File: config.mk
export PLATFORM = sky130hd
export DESIGN_NAME = axi4_lite_line_fill_flat
export DESIGN_NICKNAME = d
export VERILOG_FILES = /design/src/rtl/axi4_lite_line_fill_if.sv /design/src/rtl/axi4_lite_line_fill.sv /design/src/flat_wrapper.sv
export SDC_FILE = /design/constraint.sdc
export NUM_CORES = 1
export LEC_CHECK = 0
export CAP_MARGIN = 30
export CORE_MARGIN = 4
export CORE_UTILIZATION = 28
export CTS_CLUSTER_DIAMETER = 60
export DETAILED_ROUTE_END_ITERATION = 16
export GPL_TIMING_DRIVEN = 0
export SLEW_MARGIN = 20
export SYNTH_ARGS = -nofsm -noshare
export SYNTH_HDL_FRONTEND = slang
export SYNTH_SLANG_ARGS = --single-unit
File: constraint.sdc
create_clock -name clk_i -period 2.31 [get_ports clk_i]
set_input_delay 0.3465 -clock clk_i [delete_from_list [all_inputs] [get_ports clk_i]]
set_output_delay 0.3465 -clock clk_i [all_outputs]
set_load 0.05 [all_outputs]
File: src/rtl/axi4_lite_line_fill_if.sv
// Bundle between the line-fill sequencer, the cache that requests lines and the
// single-word AXI4-Lite read master. The sequencer takes the master modport.
interface axi4_lite_line_fill_if #(
  parameter int AXI_ADDR_WIDTH = 64,
  parameter int AXI_DATA_WIDTH = 32,
  parameter int BLOCK_WORDS    = 16
);
  // req_* and line_* transfer on a cycle where valid & ready are both high;
  // valid may not depend on ready, and payload is held stable while valid waits.
  logic                                  req_valid_i;
  logic                                  req_ready_o;
  logic [AXI_ADDR_WIDTH-1:0]             req_addr_i;
  logic                                  line_valid_o;
  logic                                  line_ready_i;
  logic [BLOCK_WORDS*AXI_DATA_WIDTH-1:0] line_data_o;
  logic                                  line_fault_o;
  logic                                  rd_start_o;
  logic [AXI_ADDR_WIDTH-1:0]             rd_addr_o;
  logic [AXI_DATA_WIDTH-1:0]             rd_data_i;
  logic                                  rd_fault_i;
  logic                                  rd_done_i;
  logic [1:0]                            fill_state;

  modport master (
    input  req_valid_i, req_addr_i, line_ready_i, rd_data_i, rd_fault_i, rd_done_i,
    output req_ready_o, line_valid_o, line_data_o, line_fault_o, rd_start_o,
           rd_addr_o, fill_state
  );

  modport slave (
    output req_valid_i, req_addr_i, line_ready_i, rd_data_i, rd_fault_i, rd_done_i,
    input  req_ready_o, line_valid_o, line_data_o, line_fault_o, rd_start_o,
           rd_addr_o, fill_state
  );
endinterface

File: src/rtl/axi4_lite_line_fill.sv
// Cache-line fill sequencer: turns one line request into BLOCK_WORDS sequential
// single-word reads, packs the returned words and presents the line with a fault flag.
module axi4_lite_line_fill #(
  parameter int AXI_ADDR_WIDTH = 64,
  parameter int AXI_DATA_WIDTH = 32,
  parameter int BLOCK_WORDS    = 16
) (
  input  logic                  clk_i,
  input  logic                  arstn_i,
  axi4_lite_line_fill_if.master bus
);
  localparam int BYTES = AXI_DATA_WIDTH / 8;
  localparam int BSH   = $clog2(BYTES);
  localparam int CW    = $clog2(BLOCK_WORDS);
  localparam int OFFW  = CW + BSH;
  localparam logic [AXI_ADDR_WIDTH-1:0] ALIGN_MASK =
    {{(AXI_ADDR_WIDTH-OFFW){1'b1}}, {OFFW{1'b0}}};
  localparam logic [CW-1:0] LAST = CW'(BLOCK_WORDS - 1);

  typedef enum logic [1:0] {S_IDLE, S_ISSUE, S_WAIT, S_DONE} state_t;

  state_t                                state, state_nxt;
  logic [CW-1:0]                         cnt;
  logic [AXI_ADDR_WIDTH-1:0]             base;
  logic [BLOCK_WORDS*AXI_DATA_WIDTH-1:0] line_data;
  logic                                  line_fault;
  logic                                  req_ready, rd_start, line_valid;
  logic                                  accept, word_ack;

  always_ff @(posedge clk_i or negedge arstn_i) begin
    if (!arstn_i) state <= S_IDLE;
    else          state <= state_nxt;
  end

  always_comb begin
    state_nxt  = state;
    req_ready  = 1'b0;
    rd_start   = 1'b0;
    line_valid = 1'b0;
    case (state)
      S_IDLE: begin
        req_ready = 1'b1;
        if (bus.req_valid_i) state_nxt = S_ISSUE;
      end
      S_ISSUE: begin
        rd_start  = 1'b1;
        state_nxt = S_WAIT;
      end
      S_WAIT: begin
        if (bus.rd_done_i) begin
          if (bus.rd_fault_i || cnt == LAST) state_nxt = S_DONE;
          else                               state_nxt = S_ISSUE;
        end
      end
      S_DONE: begin
        line_valid = 1'b1;
        if (bus.line_ready_i) state_nxt = S_IDLE;
      end
      default: state_nxt = S_IDLE;
    endcase
  end

  assign accept   = (state == S_IDLE) && bus.req_valid_i;
  // Read completions are only meaningful while a read is outstanding.
  assign word_ack = (state == S_WAIT) && bus.rd_done_i;

  always_ff @(posedge clk_i or negedge arstn_i) begin
    if (!arstn_i) begin
      cnt        <= '0;
      base       <= '0;
      line_data  <= '0;
      line_fault <= 1'b0;
    end else begin
      if (accept) begin
        base       <= bus.req_addr_i & ALIGN_MASK;
        cnt        <= '0;
        line_fault <= 1'b0;
      end
      if (word_ack) begin
        line_data[int'(cnt)*AXI_DATA_WIDTH +: AXI_DATA_WIDTH] <= bus.rd_data_i;
        if (bus.rd_fault_i)  line_fault <= 1'b1;
        else if (cnt != LAST) cnt       <= cnt + 1'b1;
      end
    end
  end

  // Base is line-aligned, so OR-ing in the word offset never carries.
  assign bus.rd_addr_o    = base | (AXI_ADDR_WIDTH'(cnt) << BSH);
  assign bus.rd_start_o   = rd_start;
  assign bus.req_ready_o  = req_ready;
  assign bus.line_valid_o = line_valid;
  assign bus.line_data_o  = line_data;
  assign bus.line_fault_o = line_fault;
  assign bus.fill_state   = state;
endmodule
File: src/flat_wrapper.sv
// flat-port wrapper written by rule: the top's interface ports become plain ports
module axi4_lite_line_fill_flat 
#(
  parameter int AXI_ADDR_WIDTH = 64,
  parameter int AXI_DATA_WIDTH = 32,
  parameter int BLOCK_WORDS    = 16
)
  (clk_i, arstn_i, bus_req_valid_i, bus_req_addr_i, bus_line_ready_i, bus_rd_data_i, bus_rd_fault_i, bus_rd_done_i, bus_req_ready_o, bus_line_valid_o, bus_line_data_o, bus_line_fault_o, bus_rd_start_o, bus_rd_addr_o, bus_fill_state);
  axi4_lite_line_fill_if #(.AXI_ADDR_WIDTH(AXI_ADDR_WIDTH), .AXI_DATA_WIDTH(AXI_DATA_WIDTH), .BLOCK_WORDS(BLOCK_WORDS)) bus_i ();
  input  logic clk_i;
  input  logic arstn_i;
  input wire logic [$bits(bus_i.req_valid_i)-1:0] bus_req_valid_i;
  input wire logic [$bits(bus_i.req_addr_i)-1:0] bus_req_addr_i;
  input wire logic [$bits(bus_i.line_ready_i)-1:0] bus_line_ready_i;
  input wire logic [$bits(bus_i.rd_data_i)-1:0] bus_rd_data_i;
  input wire logic [$bits(bus_i.rd_fault_i)-1:0] bus_rd_fault_i;
  input wire logic [$bits(bus_i.rd_done_i)-1:0] bus_rd_done_i;
  output wire logic [$bits(bus_i.req_ready_o)-1:0] bus_req_ready_o;
  output wire logic [$bits(bus_i.line_valid_o)-1:0] bus_line_valid_o;
  output wire logic [$bits(bus_i.line_data_o)-1:0] bus_line_data_o;
  output wire logic [$bits(bus_i.line_fault_o)-1:0] bus_line_fault_o;
  output wire logic [$bits(bus_i.rd_start_o)-1:0] bus_rd_start_o;
  output wire logic [$bits(bus_i.rd_addr_o)-1:0] bus_rd_addr_o;
  output wire logic [$bits(bus_i.fill_state)-1:0] bus_fill_state;
  assign bus_i.req_valid_i = bus_req_valid_i;
  assign bus_i.req_addr_i = bus_req_addr_i;
  assign bus_i.line_ready_i = bus_line_ready_i;
  assign bus_i.rd_data_i = bus_rd_data_i;
  assign bus_i.rd_fault_i = bus_rd_fault_i;
  assign bus_i.rd_done_i = bus_rd_done_i;
  assign bus_req_ready_o = bus_i.req_ready_o;
  assign bus_line_valid_o = bus_i.line_valid_o;
  assign bus_line_data_o = bus_i.line_data_o;
  assign bus_line_fault_o = bus_i.line_fault_o;
  assign bus_rd_start_o = bus_i.rd_start_o;
  assign bus_rd_addr_o = bus_i.rd_addr_o;
  assign bus_fill_state = bus_i.fill_state;
  axi4_lite_line_fill #(.AXI_ADDR_WIDTH(AXI_ADDR_WIDTH), .AXI_DATA_WIDTH(AXI_DATA_WIDTH), .BLOCK_WORDS(BLOCK_WORDS)) u_core (.clk_i(clk_i), .arstn_i(arstn_i), .bus(bus_i));
endmodule
==> flow_summary.yaml <==
run_status:
  outcome: "finished with violations"
  violations: "negative setup slack"
synth:
  ys_ff_latch: 577
  ys_seq_area_share_pct: 63.9
  synth_cells: 2010
  synth_top_area_share_pct: 63.9
  synth_edf_count: 0
  syn_area_um2: 22600
  yosys_warnings: 0
  synth_area_leader_cell: "dfrtp_1"
  netlist-cell-type-count: 48
  synth_area_leaders: "dfrtp_1, nand2_1, mux2_2"
  synth_most_common_cell: "nand2_1"
  syn_avg_cell_area_um2: 11.2
  ys.flop_type: "dfrtp_1"
  yosys-top-cells-count: "nand2_1, dfrtp_1, o21ai_0, mux2_2, clkbuf_1"
  async_flop_share_pct: 100
place:
  place_ws_ns: -0.865
  dp_hpwl_mm: 68.3
  dpl_cell_area_um2: 31100
  gp_congestion: 0.815
  place_inst: 3751
  io_buffers: 675
grt:
  grt_pass1_wl_mm: 138
  grt_pass1_vias: 19100
  grt_overflow: 0
  grt.total_usage_pct: 21.9
  grt_max_degree: 94
  antenna_found_initial: 1
route:
  vias_per_cell: 4.61
  ant_nets: 0
  first_iter_violations: 785
  first_pass_iters: 5
  post-route-drc-count: 0
  vias: 18300
  wl_mm: 96.9
  wl_per_cell_um: 24.4
cells_and_area:
  fill_cells: 7397
  final_nets: 2982
  drive_gt1_share_pct: 22.5
  antenna_cells: 0
  synthToLayoutAreaGrowth_pct: 60.1
  final_area_um2: 36200
  fin_cells: 3979
timing:
  drv_slew: 0
  skew_ns: 0.0223
  max_freq_mhz: 382
  hold_violations: 0
  rsz0062_at_grt: "true"
  slew_headroom_pct: 35.7
  setup_violations: 471
  setup_tns_ns: -54.48
  post-route-min-period_ns: 2.62
  worst_slew_pin_slew_ns: 0.964
  setup_slack_ns: -0.309
  finalCritPeriodShare_pct: 113
min_path:
  hold_depth: 3
  hold_class: "in -> reg"
setup_path:
  reg2regPathDepth: 11
  cpMaxStageDelayCell: "dfrtp_2"
  critPathCaptureType: "flip-flop"
  critPathMaxStageDelay_ns: 0.41
  cp.arrival_ns: 3.12
  r2r_slack_ns: -0.31
  cp-start-kind: "flip-flop"
  crit_type: "reg -> reg"
  critPathRequiredTime_ns: 2.81
  cp_max_fo: 7
  worstPathCellList: "buf_8 -> nor3_4 -> ha_4 -> nor4bb_4 -> buf_4 -> and2_4 -> buf_6 -> and3_4 -> buf_12 -> clkbuf_16 -> mux2_4"
pwr:
  p_total_mw: 45.5
  vdd_drop_max_mv: 0.805
  powerDensity_nw_per_um2: 1260
  p_leak_nw: 16.2
cts:
  tritoncts: "yes"
  cts_made_buffers: 72
  clkLatencyLatePin_ns: 0.62
  cts.path.max_buffers: 3
  root_buffer: "clkbuf_16"
  clkTransAtPathRegs_ns: 0.06
  htreeDepth: 3
  clkSinkCount: 577
die:
  die_x_um: 292
  coreArea_um2: 79500
  die_area_um2: 85300
  pin_count: 684
  fp-row-count: 103
  die_h_um: 292
  initial_utilization_pct: 28.4
flow_run:
  max_cap_viol_count: 0
[final timing paths]
kind / startpoint / to
worst max register to register: u_core.cnt[0]$_DFF_PN0_ / u_core.bus.line_data_o[329]$_DFFE_PN0P_
min in group asynchronous: arstn_i / u_core.bus.line_data_o[132]$_DFFE_PN0P_
max in group asynchronous: arstn_i / u_core.bus.line_data_o[471]$_DFFE_PN0P_
worst max-delay path: u_core.cnt[0]$_DFF_PN0_ / u_core.bus.line_data_o[329]$_DFFE_PN0P_
worst min register to register: u_core.base[41]$_DFFE_PN0P_ / u_core.base[41]$_DFFE_PN0P_
worst min-delay path: bus_req_addr_i[53] / u_core.base[53]$_DFFE_PN0P_
[cells by family (layout without fill, tap and decap cells)]
kind of cell / Yosys count / after routing / synth area share, %
muxes: 249 / 249 / 12.4
buffers and inverters: 167 / 1084 / 3.55
xor gates and xnor gates: 2 / 2 / 0.0775
DFF: 577 / 577 / 63.9
and+or+nand+nor: 724 / 724 / 13.1
adders and majority gates: 3 / 3 / 0.166
other: 1 / 2 / 0.0166
AOI/OAI and AO/OA: 287 / 288 / 6.82
[critical path: cells and delay by family (launching register included)]
| kind | cells | cell delay [ns] |
|---|---|---|
| adders and majority gates | 1 | 0.24 |
| buffers and inverters | 5 | 0.74 |
| DFF | 1 | 0.41 |
| muxes | 1 | 0.30 |
| and+or+nand+nor | 4 | 0.81 |
[metrics by stage]
stage	utilization, %	hold WS (ns)
final	45.5	0.247
after global routing	45.5	0.223
after CTS	45.0	0.208
after detailed placement	39.1	0.302
after global placement	38.7	0.458
after floorplan	-	0.0509
[per-layer routing]
| metal | vias up | global-route usage [%] | routed length, um |
|---|---|---|---|
| met5 | - | 0 | 0 |
| li1 | 8393 | - | - |
| met3 | 178 | 5.87 | 6760 |
| met1 | 9192 | 26.6 | 38800 |
| met4 | 0 | 7.88 | 3850 |
| met2 | 580 | 37.3 | 47400 |
[where the power goes]
part | internal (mW) | switching [mW] | total [mW]
Sequential | 12.3 | 1.22 | 13.5
Clock | 6.80 | 4.71 | 11.5
Combinational | 6.97 | 13.5 | 20.5
[registers in the layout, indices dropped and copies added (netlist names)]
signal	flops
u_core.bus.line_data_o	512
u_core.base	58
u_core.cnt	4
u_core.bus.fill_state	2
u_core.bus.line_fault_o	1
[cells in the final DEF (no fill, tap or decap), drive strengths merged, types with 6 or more instances in the layout]
cell           count
nand2            632
clkinv            11
mux2             247
nand4              6
inv               11
clkbuf           208
clkdlybuf4s50    665
nor2              10
nand3             33
buf              167
dlygate4sd2        7
o2111ai            7
dfrtp            577
o21ai            267
nand2b            18
[cell type report]
| cell class | instances | area [um2] | area share, % |
|---|---|---|---|
| Buffer | 155 | 1420 | 3.92 |
| Clock buffer | 100 | 2030 | 5.61 |
| Clock inverter | 26 | 390 | 1.08 |
| Inverter | 6 | 22.5 | 0.0623 |
| Multi-Input combinational cell | 1268 | 7980 | 22.1 |
| Sequential cell | 577 | 14400 | 39.9 |
| Tap cell | 1050 | 1310 | 3.63 |
| Timing Repair Buffer | 797 | 8570 | 23.7 |
[repair_timing]
| action | CTS | global route |
|---|---|---|
| cloned | 20 | 9 |
| resized for setup | 337 | 103 |
| buffers inserted | 71 | 10 |
| hold buffers | 2 | 0 |
| endpoints found under the hold margin | 51 | 0 |
| pin swaps | 17 | 5 |
| endpoints found under the setup margin | 521 | 477 |
No activity file was read; power rests on OpenSTA's default activity.
